## src/rtl/cmd_uart_responder_if.sv

```systemverilog
// Command-processor side of the UART responder.
// Carries the assembled command and the response handshake.
interface cmd_uart_responder_if;
  logic [15:0] cmd;
  logic        cmd_rdy;
  logic        clr_cmd_rdy;
  logic [7:0]  resp;
  logic        trmt;
  logic        tx_done;

  modport master (
    output clr_cmd_rdy,
    output resp,
    output trmt,
    input  cmd,
    input  cmd_rdy,
    input  tx_done
  );

  modport slave (
    input  clr_cmd_rdy,
    input  resp,
    input  trmt,
    output cmd,
    output cmd_rdy,
    output tx_done
  );
endinterface

```

## src/rtl/cmd_uart_responder.sv

```systemverilog
// Robot-side UART endpoint: two RX bytes form a 16-bit command,
// one response byte goes back out on TX.
module cmd_uart_responder #(
  parameter int BAUD_DIV = 2604
) (
  input  logic clk,
  input  logic rst_n,
  input  logic RX,
  output logic TX,
  cmd_uart_responder_if.slave bus
);

  localparam int CW = 12;
  localparam logic [CW-1:0] FULL = CW'(BAUD_DIV);
  localparam logic [CW-1:0] HALF = CW'(BAUD_DIV / 2);
  localparam logic [CW-1:0] ONE  = CW'(1);

  typedef enum logic {RX_IDLE, RX_RECV} rx_st_t;
  typedef enum logic {B_HIGH, B_LOW} b_st_t;
  typedef enum logic {TX_IDLE, TX_XMIT} tx_st_t;

  rx_st_t      rx_st;
  b_st_t       b_st;
  tx_st_t      tx_st;

  logic        rx_ff1;
  logic        rx_ff2;
  logic        rx_prev;
  logic [CW-1:0] rx_cnt;
  logic [3:0]  rx_idx;
  logic [7:0]  rx_data;

  logic [15:0] cmd_q;
  logic        rdy_q;

  logic [CW-1:0] tx_cnt;
  logic [3:0]  tx_idx;
  logic [9:0]  tx_sh;
  logic        tx_q;
  logic        done_q;

  logic        start_edge;
  logic        rx_tick;
  logic        stop_hit;
  logic        byte_rdy;
  logic        frame_err;

  assign start_edge = (rx_st == RX_IDLE) && rx_prev && !rx_ff2;
  assign rx_tick    = (rx_st == RX_RECV) && (rx_cnt == ONE);
  assign stop_hit   = rx_tick && (rx_idx == 4'd9);
  assign byte_rdy   = stop_hit && rx_ff2;
  assign frame_err  = stop_hit && !rx_ff2;

  assign bus.cmd     = cmd_q;
  assign bus.cmd_rdy = rdy_q;
  assign bus.tx_done = done_q;
  assign TX          = tx_q;

  // Reset to idle-high so a low pin during reset is not a start edge
  always_ff @(posedge clk) begin
    if (!rst_n) begin
      rx_ff1  <= 1'b1;
      rx_ff2  <= 1'b1;
      rx_prev <= 1'b1;
    end else begin
      rx_ff1  <= RX;
      rx_ff2  <= rx_ff1;
      rx_prev <= rx_ff2;
    end
  end

  always_ff @(posedge clk) begin
    if (!rst_n) begin
      rx_st   <= RX_IDLE;
      rx_cnt  <= '0;
      rx_idx  <= '0;
      rx_data <= '0;
    end else begin
      unique case (rx_st)
        RX_IDLE: begin
          if (start_edge) begin
            rx_cnt <= HALF;
            rx_idx <= '0;
            rx_st  <= RX_RECV;
          end
        end
        RX_RECV: begin
          if (rx_tick) begin
            rx_cnt <= FULL;
            rx_idx <= rx_idx + 4'd1;
            if (rx_idx != 4'd0 && rx_idx != 4'd9)
              rx_data <= {rx_ff2, rx_data[7:1]};
            if (rx_idx == 4'd9)
              rx_st <= RX_IDLE;
          end else begin
            rx_cnt <= rx_cnt - ONE;
          end
        end
        default: rx_st <= RX_IDLE;
      endcase
    end
  end

  // Stop sample completes the byte, so assembly acts on that same edge
  always_ff @(posedge clk) begin
    if (!rst_n) begin
      b_st  <= B_HIGH;
      cmd_q <= '0;
      rdy_q <= 1'b0;
    end else begin
      if (frame_err) begin
        b_st <= B_HIGH;
      end else if (byte_rdy) begin
        unique case (b_st)
          B_HIGH: begin
            cmd_q[15:8] <= rx_data;
            b_st        <= B_LOW;
          end
          B_LOW: begin
            cmd_q[7:0] <= rx_data;
            b_st       <= B_HIGH;
          end
          default: b_st <= B_HIGH;
        endcase
      end
      if (byte_rdy && b_st == B_LOW)
        rdy_q <= 1'b1;
      else if (bus.clr_cmd_rdy || (start_edge && b_st == B_HIGH))
        rdy_q <= 1'b0;
    end
  end

  always_ff @(posedge clk) begin
    if (!rst_n) begin
      tx_st  <= TX_IDLE;
      tx_cnt <= '0;
      tx_idx <= '0;
      tx_sh  <= '1;
      tx_q   <= 1'b1;
      done_q <= 1'b0;
    end else begin
      unique case (tx_st)
        TX_IDLE: begin
          if (bus.trmt) begin
            tx_sh  <= {1'b1, bus.resp, 1'b0};
            tx_q   <= 1'b0;
            done_q <= 1'b0;
            tx_cnt <= FULL;
            tx_idx <= '0;
            tx_st  <= TX_XMIT;
          end
        end
        TX_XMIT: begin
          if (tx_cnt == ONE) begin
            tx_cnt <= FULL;
            if (tx_idx == 4'd9) begin
              tx_st  <= TX_IDLE;
              done_q <= 1'b1;
              tx_q   <= 1'b1;
            end else begin
              tx_sh  <= {1'b1, tx_sh[9:1]};
              tx_q   <= tx_sh[1];
              tx_idx <= tx_idx + 4'd1;
            end
          end else begin
            tx_cnt <= tx_cnt - ONE;
          end
        end
        default: tx_st <= TX_IDLE;
      endcase
    end
  end

endmodule

```

## src/flat_wrapper.sv

```systemverilog
// flat-port wrapper written by rule: the top's interface ports become plain ports
module cmd_uart_responder_flat 
#(
  parameter int BAUD_DIV = 2604
)
  (clk, rst_n, RX, TX, bus_clr_cmd_rdy, bus_resp, bus_trmt, bus_cmd, bus_cmd_rdy, bus_tx_done);
  cmd_uart_responder_if bus_i ();
  input  logic clk;
  input  logic rst_n;
  input  logic RX;
  output logic TX;
  input wire logic [$bits(bus_i.clr_cmd_rdy)-1:0] bus_clr_cmd_rdy;
  input wire logic [$bits(bus_i.resp)-1:0] bus_resp;
  input wire logic [$bits(bus_i.trmt)-1:0] bus_trmt;
  output wire logic [$bits(bus_i.cmd)-1:0] bus_cmd;
  output wire logic [$bits(bus_i.cmd_rdy)-1:0] bus_cmd_rdy;
  output wire logic [$bits(bus_i.tx_done)-1:0] bus_tx_done;
  assign bus_i.clr_cmd_rdy = bus_clr_cmd_rdy;
  assign bus_i.resp = bus_resp;
  assign bus_i.trmt = bus_trmt;
  assign bus_cmd = bus_i.cmd;
  assign bus_cmd_rdy = bus_i.cmd_rdy;
  assign bus_tx_done = bus_i.tx_done;
  cmd_uart_responder #(.BAUD_DIV(BAUD_DIV)) u_core (.clk(clk), .rst_n(rst_n), .RX(RX), .TX(TX), .bus(bus_i));
endmodule
```

## config.mk

```make
export PLATFORM = sky130hd
export DESIGN_NAME = cmd_uart_responder_flat
export DESIGN_NICKNAME = d
export VERILOG_FILES = /design/src/rtl/cmd_uart_responder_if.sv /design/src/rtl/cmd_uart_responder.sv /design/src/flat_wrapper.sv
export SDC_FILE = /design/constraint.sdc
export NUM_CORES = 1
export LEC_CHECK = 0
export CAP_MARGIN = 20
export CORE_MARGIN = 4
export CORE_UTILIZATION = 51
export CTS_CLUSTER_DIAMETER = 30
export DETAILED_ROUTE_END_ITERATION = 10
export HOLD_SLACK_MARGIN = 0.1
export PLACE_DENSITY = 0.75
export SYNTH_ARGS = -nofsm -noshare
export SYNTH_HDL_FRONTEND = slang
export SYNTH_SLANG_ARGS = --single-unit
```

## constraint.sdc

```tcl
create_clock -name clk -period 1.7 [get_ports clk]
set_input_delay 0.34 -clock clk [delete_from_list [all_inputs] [get_ports clk]]
set_output_delay 0.34 -clock clk [all_outputs]
set_load 0.1 [all_outputs]
```

Word level (Yosys, flattened, before mapping)
Cells that the tools add are included.
{"block": "totals", "register_bits": 75, "inputBits": 13}
{"block": "op_classes", "add_sub_neg": 4, "eq_ne": 11, "muxes": 35, "bitwise": 5, "reduce_logical": 21}
{"cell": "two-way mux 12 bit", "n": 4}
{"cell": "case mux 12 bit (2 select lines)", "n": 2}
{"cell": "two-way mux 10 bit", "n": 3}
{"cell": "equality test 12 x 1 -> 1 bit (second input constant)", "n": 2}
{"cell": "subtractor 12 x 1 -> 12 bit (second input constant)", "n": 2}
{"cell": "two-way mux 4 bit", "n": 5}
{"cell": "case mux 10 bit (2 select lines)", "n": 1}
{"cell": "case mux 4 bit (2 select lines)", "n": 2}
{"cell": "AND reduction 3 bit", "n": 5}
{"cell": "two-way mux 1 bit", "n": 13}
{"cell": "inequality test 2 bit (second input constant)", "n": 5}
{"cell": "case mux 1 bit (2 select lines)", "n": 5}
{"cell": "logical AND 1 bit", "n": 9}
{"cell": "adder 4 x 1 -> 4 bit (second input constant)", "n": 2}
{"cell": "equality test 4 bit (second input constant)", "n": 2}
{"cell": "NOT 1 bit", "n": 5}
{"cell": "inequality test 4 bit (second input constant)", "n": 1}
{"cell": "AND reduction 2 bit", "n": 2}
{"cell": "nonzero test 4 bit", "n": 1}
{"cell": "inequality test 2 x 1 -> 1 bit (second input constant)", "n": 1}
{"cell": "nonzero test 2 bit", "n": 1}
{"cell": "OR reduction 2 bit", "n": 1}
{"cell": "logical NOT 1 bit", "n": 1}
{"cell": "logical OR 1 bit", "n": 1}

Longest topological paths before layout
Gate-level depths: netlist (run 1).
{"block": "depth", "word_depth": 7, "ltp_mapped": 7}

Least setup slack after synthesis (run 1)
No wires, ideal clock.
{"block": "synth_timing", "path_type": "register to register", "from": "register u_core.rx_cnt[0]", "to": "register u_core.cmd_q[10], in the netlist u_core.bus.cmd[10]", "setup_time_ps": 72, "arrival_time_ps": 1650, "setup_slack_ps": -22, "path_stages_with_launch": 7, "path_buffers": 1, "cell_sequence": "dfxtp_1 -> ha_1 -> nor4b_4 -> nand4_2 -> nor4_1 -> buf_4 -> mux2i_1"}
{"block": "synth_via", "elab_chain_cells": 6}
{"element": "from (decl)", "line_no": "cmd_uart_responder.sv:29", "source": "logic [CW-1:0] rx_cnt;"}
{"element": "from (signal assigned)", "line_no": "cmd_uart_responder.sv:96", "source": "rx_cnt <= rx_cnt - ONE;"}
{"element": "equality test 12 x 1 -> 1 bit (*)", "line_no": "cmd_uart_responder.sv:49", "source": "assign rx_tick = (rx_st == RX_RECV) && (rx_cnt == ONE);"}
{"element": "logical AND 1 bit (*)", "line_no": "cmd_uart_responder.sv:49"}
{"element": "logical AND 1 bit (*)", "line_no": "cmd_uart_responder.sv:50", "source": "assign stop_hit = rx_tick && (rx_idx == 4'd9);"}
{"element": "logical AND 1 bit", "line_no": "cmd_uart_responder.sv:52", "source": "assign frame_err = stop_hit && !rx_ff2;"}
{"element": "NOT 1 bit (no source line)"}
{"element": "AND reduction 3 bit (no source line) (*)"}
{"element": "to (signal assigned)", "line_no": "cmd_uart_responder.sv:116", "source": "cmd_q[15:8] <= rx_data;"}
{"element": "to (decl)", "line_no": "cmd_uart_responder.sv:33", "source": "logic [15:0] cmd_q;"}
Mark *: on every way between the ends. The rest lies on a longest branch, timed or not.
A chain may end at the register's enable or synchronous reset.

Final worst setup path (run 1)
{"block": "layout_timing", "from": "register u_core.rx_cnt[1]", "to": "register u_core.cmd_q[15], in the netlist u_core.bus.cmd[15]"}
The elaborated chain is that of the path after synthesis.

==> results of run 1 <==
==> Yosys cell counts (3+ instances only) <==
cell	instances
a21oi_1	27
o21a_1	7
buf_2	3
a32o_1	3
dfxtp_1	73
nand3b_1	4
mux2i_1	28
a31oi_1	11
nand4_1	3
nor3_1	8
o21ai_0	21
nor2b_1	9
xnor2_1	3
inv_1	13
ha_1	9
a211oi_1	11
nand2b_1	6
buf_1	3
clkbuf_1	14
nor2_1	17
nand2_1	45
nand3_1	19
or3_1	7
==> sequential cells by signal (all words and copies together) (netlist names) <==
name and flops:
u_core.tx_idx 4, u_core.rx_data 8, u_core.bus.cmd 16, u_core.rx_idx 4
u_core.tx_sh 8, u_core.bus.tx_done 1, u_core.tx_st 1, u_core.rx_prev 1
u_core.rx_cnt 12, u_core.b_st 1, u_core.TX 1, u_core.rx_ff2 1
u_core.rx_st 1, u_core.tx_cnt 12, u_core.rx_ff1 1, u_core.bus.cmd_rdy 1
==> per-layer routing <==
| metal | track usage | share of wire | wire length [microns] | vias up |
|---|---|---|---|---|
| met5 | 0 | 0 | 0 | - |
| li1 | - | - | - | 1552 |
| met3 | 0.0617 | 0.050 | 451 | 29 |
| met2 | 0.355 | 0.51 | 4660 | 90 |
| met1 | 0.247 | 0.41 | 3730 | 1547 |
| met4 | 0.0714 | 0.023 | 207 | 0 |
==> per-stage QoR <==
step                       util  hold WS, ns  setup WS [ns]  setup TNS (ns)
after floorplan               -        0.386        0.00416               0
after global placement    0.671        0.420        -0.0410          -0.289
after detailed placement  0.671        0.412         -0.104           -1.09
after CTS                 0.706        0.436         -0.100           -1.04
after global routing      0.753        0.448         -0.218           -2.88
final                     0.753        0.428        -0.0784          -0.552
==> power by group through the flow <==
stage	combinational, mW	sequential, mW	clock, mW
2_1_floorplan	0.481	1.97	0
3_3_place_gp	0.771	1.96	0
3_5_place_dp	0.803	1.96	0
4_1_cts	0.817	1.92	1.57
5_1_grt	0.960	1.94	1.65
6_report	0.880	1.93	1.55
==> path summary, 6_finish.rpt <==
check                                       from            endpoint  slack (ns)
worst min register to register     u_core.rx_ff1       u_core.rx_ff2        0.43
worst min-delay path               u_core.rx_ff1       u_core.rx_ff2        0.43
worst max-delay path            u_core.rx_cnt[1]  u_core.bus.cmd[15]       -0.08
worst max register to register  u_core.rx_cnt[1]  u_core.bus.cmd[15]       -0.08
==> cell type report <==
type,instances,area (sq um)
clock buffers,9,124
flip-flops and latches,73,1470
repair buffers,85,966
inverters,14,52.6
clock inverters,7,100
well taps,77,96.3
multi-input cells,278,2060
fillers,428,1600
==> cells by family after synthesis <==
group                    count (synthesis)  share of synthesized area
AO/OA/AOI/OAI                           93                      0.170
multiplexers                            28                     0.0808
AND/OR/NAND/NOR                        143                      0.234
flip-flops                              73                      0.422
XOR/XNOR                                 5                     0.0126
adder cells (fa/ha/maj)                  9                     0.0325
buffers and inverters                   38                     0.0487
==> what timing repair did <==
action,4_1_cts,5_1_grt
buffers inserted,0,5
hold buffers,0,0
resized for setup,3,65
cloned,0,3
pin swaps,0,24
endpoints found under the setup margin,19,48
==> flow_metrics.tcl, run 1 <==
set metrics [dict create \
    final_area_sq_um 4860 \
    fin_cells 543 \
    reg2reg_depth 7 \
    relSlewSlack 0.654 \
    power.total_mw 4.36 \
    dpl_cell_area_sq_um 4330 \
    die-height_microns 90.5 \
    clk_pin_slew_ns 0.08 \
    synthArstFlopShare 0 \
    path_depth 7 \
    worstPathMaxFanout 4 \
    synth_top_area_share 0.422 \
    clock_latency_ns 0.35 \
    ios 32 \
    wire_per_inst_microns 16.7 \
    dp.cells 519 \
    cts_tree "yes" \
    via_per_inst 5.93 \
    synth_cell_types 54 \
    die_x_microns 90.5 \
    synth_area_leader_cell "dfxtp_1" \
    ys_seq_area_frac 0.422 \
    cap_violations 0 \
    numCtsBuffers 9 \
    place_congestion 0.874 \
    final_nets 483 \
    synth_edf_count 0 \
    cts_sinks 73 \
    first_iter_violations 172 \
    seqPwrFrac 0.443 \
    synth.avg_cell_area_sq_um 8.91 \
    cts_max_level 3 \
    crit_chain "inv_2, ha_4, nor4b_4, nand4_4, nor4_4, buf_4, mux2i_1" \
    end_kind "register" \
    ys_top_cells_by_area "dfxtp_1, mux2i_1, nand2_1" \
    drive_above_1_share 0.311 \
    hold_viol_final 0 \
    synthFlopType "dfxtp_1" \
    layout_common_cells "dfxtp_1, buf_4, nand2_1" \
    min_period_ns 1.78 \
    grt_pass1_wl_microns 14000 \
    p_leak_nw 1.81 \
    wirelength_microns 9050 \
    area_delta_synth_final_pct 40.3 \
    layout_worst_path_cycle_share 1.05 \
    pwr-share-clk 0.355 \
    netlist_area_sq_um 3470 \
    path_class "register to register" \
    antenna_found_initial 0 \
    core_area_sq_um 6460 \
    final_common_cell "dfxtp_1" \
    crit_family "simple AND/OR/NAND/NOR gates" \
    critPathLaunchType "register" \
    dpl.hpwl_microns 5800 \
    min_path_cells 1 \
    io_buffers 31 \
    critical_path_required_ns 1.98 \
    grt_usage 0.207 \
    swShare 0.291 \
    rows 29 \
    diodes 0 \
    vdd_ir_drop_max_v 0.000702 \
    yosysWarnings 0 \
    postSynthCellCount 389 \
    drcViolationCount 0 \
    first_global_vias 3075 \
    rsz0062_at_grt "true" \
    max_freq_ghz 0.562 \
    power.switching_mw 1.27 \
    fin_ws_ns -0.0784 \
    p_comb_frac 0.202 \
    drv_slew 0 \
    ys_ff_latch 73 \
    power_density_nw_per_um2 896 \
    finClkSkew_ns 0.0129 \
    grt_overflow_total 0 \
    status "finished, violations left" \
    grt_max_degree 41 \
    critical_path.max_stage_delay_ns 0.33 \
    start_util 0.537 \
    crit_buf_inv 2 \
    slowest_stage "dfxtp_2" \
    first_pass_iters 5 \
    tightest_slew_ns 0.512 \
    synth_fp_nets 411 \
    p_int_mw 3.09 \
    clockBufferDepth 2 \
    die-area_sq_um 8180 \
    vias 3218 \
    root_buffer "clkbuf_8" \
    critPathArrivalTime_ns 2.06 \
    antenna_left 0 \
    hold_path_class "register to register" \
    setup_viol 11 \
    violations "negative setup slack" \
]
Power figures use the tool's default switching activity.
==> run 2, diff against run 1 <==
Settings changed: CORE_UTILIZATION 51 to 61, PLACE_DENSITY 0.75 to 0.84.
Clock period 1.7 ns to 2.3 ns, I/O delays scaled along.
==> run 2 against run 1 <==
Compared with the run above:
- the run now ends clean
- final cell count decreased by 8.3%
- total power shrank 30%
- sequential share of layout area rose by 6.0 points
- final area fell by 17%
- sequential cell count unchanged
- fmax is 16% lower
- routed wire length shrank 21%
- first-iteration DRC count shrank 4.7%
- register-to-register slack improved by 0.27 ns
- critical endpoint is now u_core.rx_idx[3]
- largest cell class unchanged
==> flow_metrics.tcl, run 2 (synthesized netlist as in run 1, its figures left out) <==
set metrics [dict create \
    final_common_cell "dfxtp_1" \
    power_density_nw_per_um2 755 \
    diodes 0 \
    wire_per_inst_microns 14.3 \
    fin_cells 498 \
    dp.cells 482 \
    cts_hold_buf 0 \
    critPathLaunchType "register" \
    status "complete, no violations" \
    place_congestion 0.873 \
    die-area_sq_um 6950 \
    root_buffer "clkbuf_8" \
    drive_above_1_share 0.148 \
    power.total_mw 3.05 \
    numCtsBuffers 9 \
    first_pass_iters 5 \
    max_freq_ghz 0.473 \
    worstPathMaxFanout 15 \
    critPathArrivalTime_ns 2.39 \
    setup_tns_ns 0 \
    hold_path_class "register to register" \
    grt_overflow_total 0 \
    rsz0062_at_grt "false" \
    final_area_sq_um 4040 \
    min_period_ns 2.11 \
    end_kind "register" \
    final_nets 443 \
    p_leak_nw 1.50 \
    path_class "register to register" \
    core_area_sq_um 5510 \
    layout_common_cells "dfxtp_1, nand2_1, buf_4" \
    rows 27 \
    setup_viol 0 \
    dpl_cell_area_sq_um 3810 \
    drcViolationCount 0 \
    clockBufferDepth 2 \
    first_global_vias 2757 \
    die_x_microns 83.4 \
    io_buffers 31 \
    largest_reg_flops 16 \
    dpl.hpwl_microns 4950 \
    wirelength_microns 7120 \
    layout_worst_path_cycle_share 0.918 \
    clock_latency_ns 0.35 \
    cts_tree "yes" \
    vias 2945 \
    holdWs_ns 0.425 \
    cts_resized 0 \
    antenna_left 0 \
    relSlewSlack 0.514 \
    first_iter_violations 164 \
    grt_max_degree 32 \
    start_util 0.630 \
    ios 32 \
    tightest_slew_ns 0.729 \
    via_per_inst 5.91 \
    grt_pass1_wl_microns 12200 \
    clk_pin_slew_ns 0.08 \
    antenna_found_initial 0 \
    grt_usage 0.208 \
    cap_violations 0 \
    area_delta_synth_final_pct 16.6 \
    critical_path_required_ns 2.58 \
    drv_slew 0 \
    hold_viol_final 0 \
    cts_max_level 3 \
    vdd_ir_drop_max_v 0.000605 \
    die-height_microns 83.4 \
    cts_sinks 73 \
    finClkSkew_ns 0.00844 \
    cts_setup_buffers 0 \
    nFillCells 407 \
]
-- run 2: worst max-delay path, cell delays in order, from the launching register on --
cell and delay [ns]:
dfxtp_1 0.41, ha_1 0.21, nor4b_4 0.31, nand4_2 0.30, buf_4 0.27, or3_1 0.37
a21oi_1 0.16
-- run 2: cell type report --
class,count,area [sq um],share of cell area
Multi-Input combinational cell,278,1840,0.456
Sequential cell,73,1460,0.362
Timing Repair Buffer,45,368,0.0910
Clock buffer,9,124,0.0307
Clock inverter,7,103,0.0254
Tap cell,72,90.1,0.0223
Inverter,14,52.6,0.0130
-- run 2: report_power, final --
part	switching, mW	internal, mW
registers	0.101	1.34
logic	0.256	0.225
clock network	0.508	0.620
total	0.864	2.19
-- run 2: worst paths after layout --
kind                            cells past startpoint              from  slack, ns                to
worst min register to register                      1     u_core.rx_ff1       0.43     u_core.rx_ff2
worst min-delay path                                1     u_core.rx_ff1       0.43     u_core.rx_ff2
worst max-delay path                                6  u_core.rx_cnt[0]       0.19  u_core.rx_idx[3]
worst max register to register                      6  u_core.rx_cnt[0]       0.19  u_core.rx_idx[3]
-- run 2: through the flow --
step | worst slack (ns) | util
floorplan | 0.578 | -
global placement | 0.293 | 0.693
detailed placement | 0.248 | 0.693
CTS | 0.213 | 0.734
global route | 0.0704 | 0.734
finish | 0.188 | 0.734
-- run 2: metal layers --
layer	GRT usage	share of wire	vias to the layer above
li1	-	-	1472
met1	0.260	0.45	1382
met2	0.353	0.48	78
met3	0.0347	0.045	13
met4	0.0906	0.018	0
met5	0	0	-
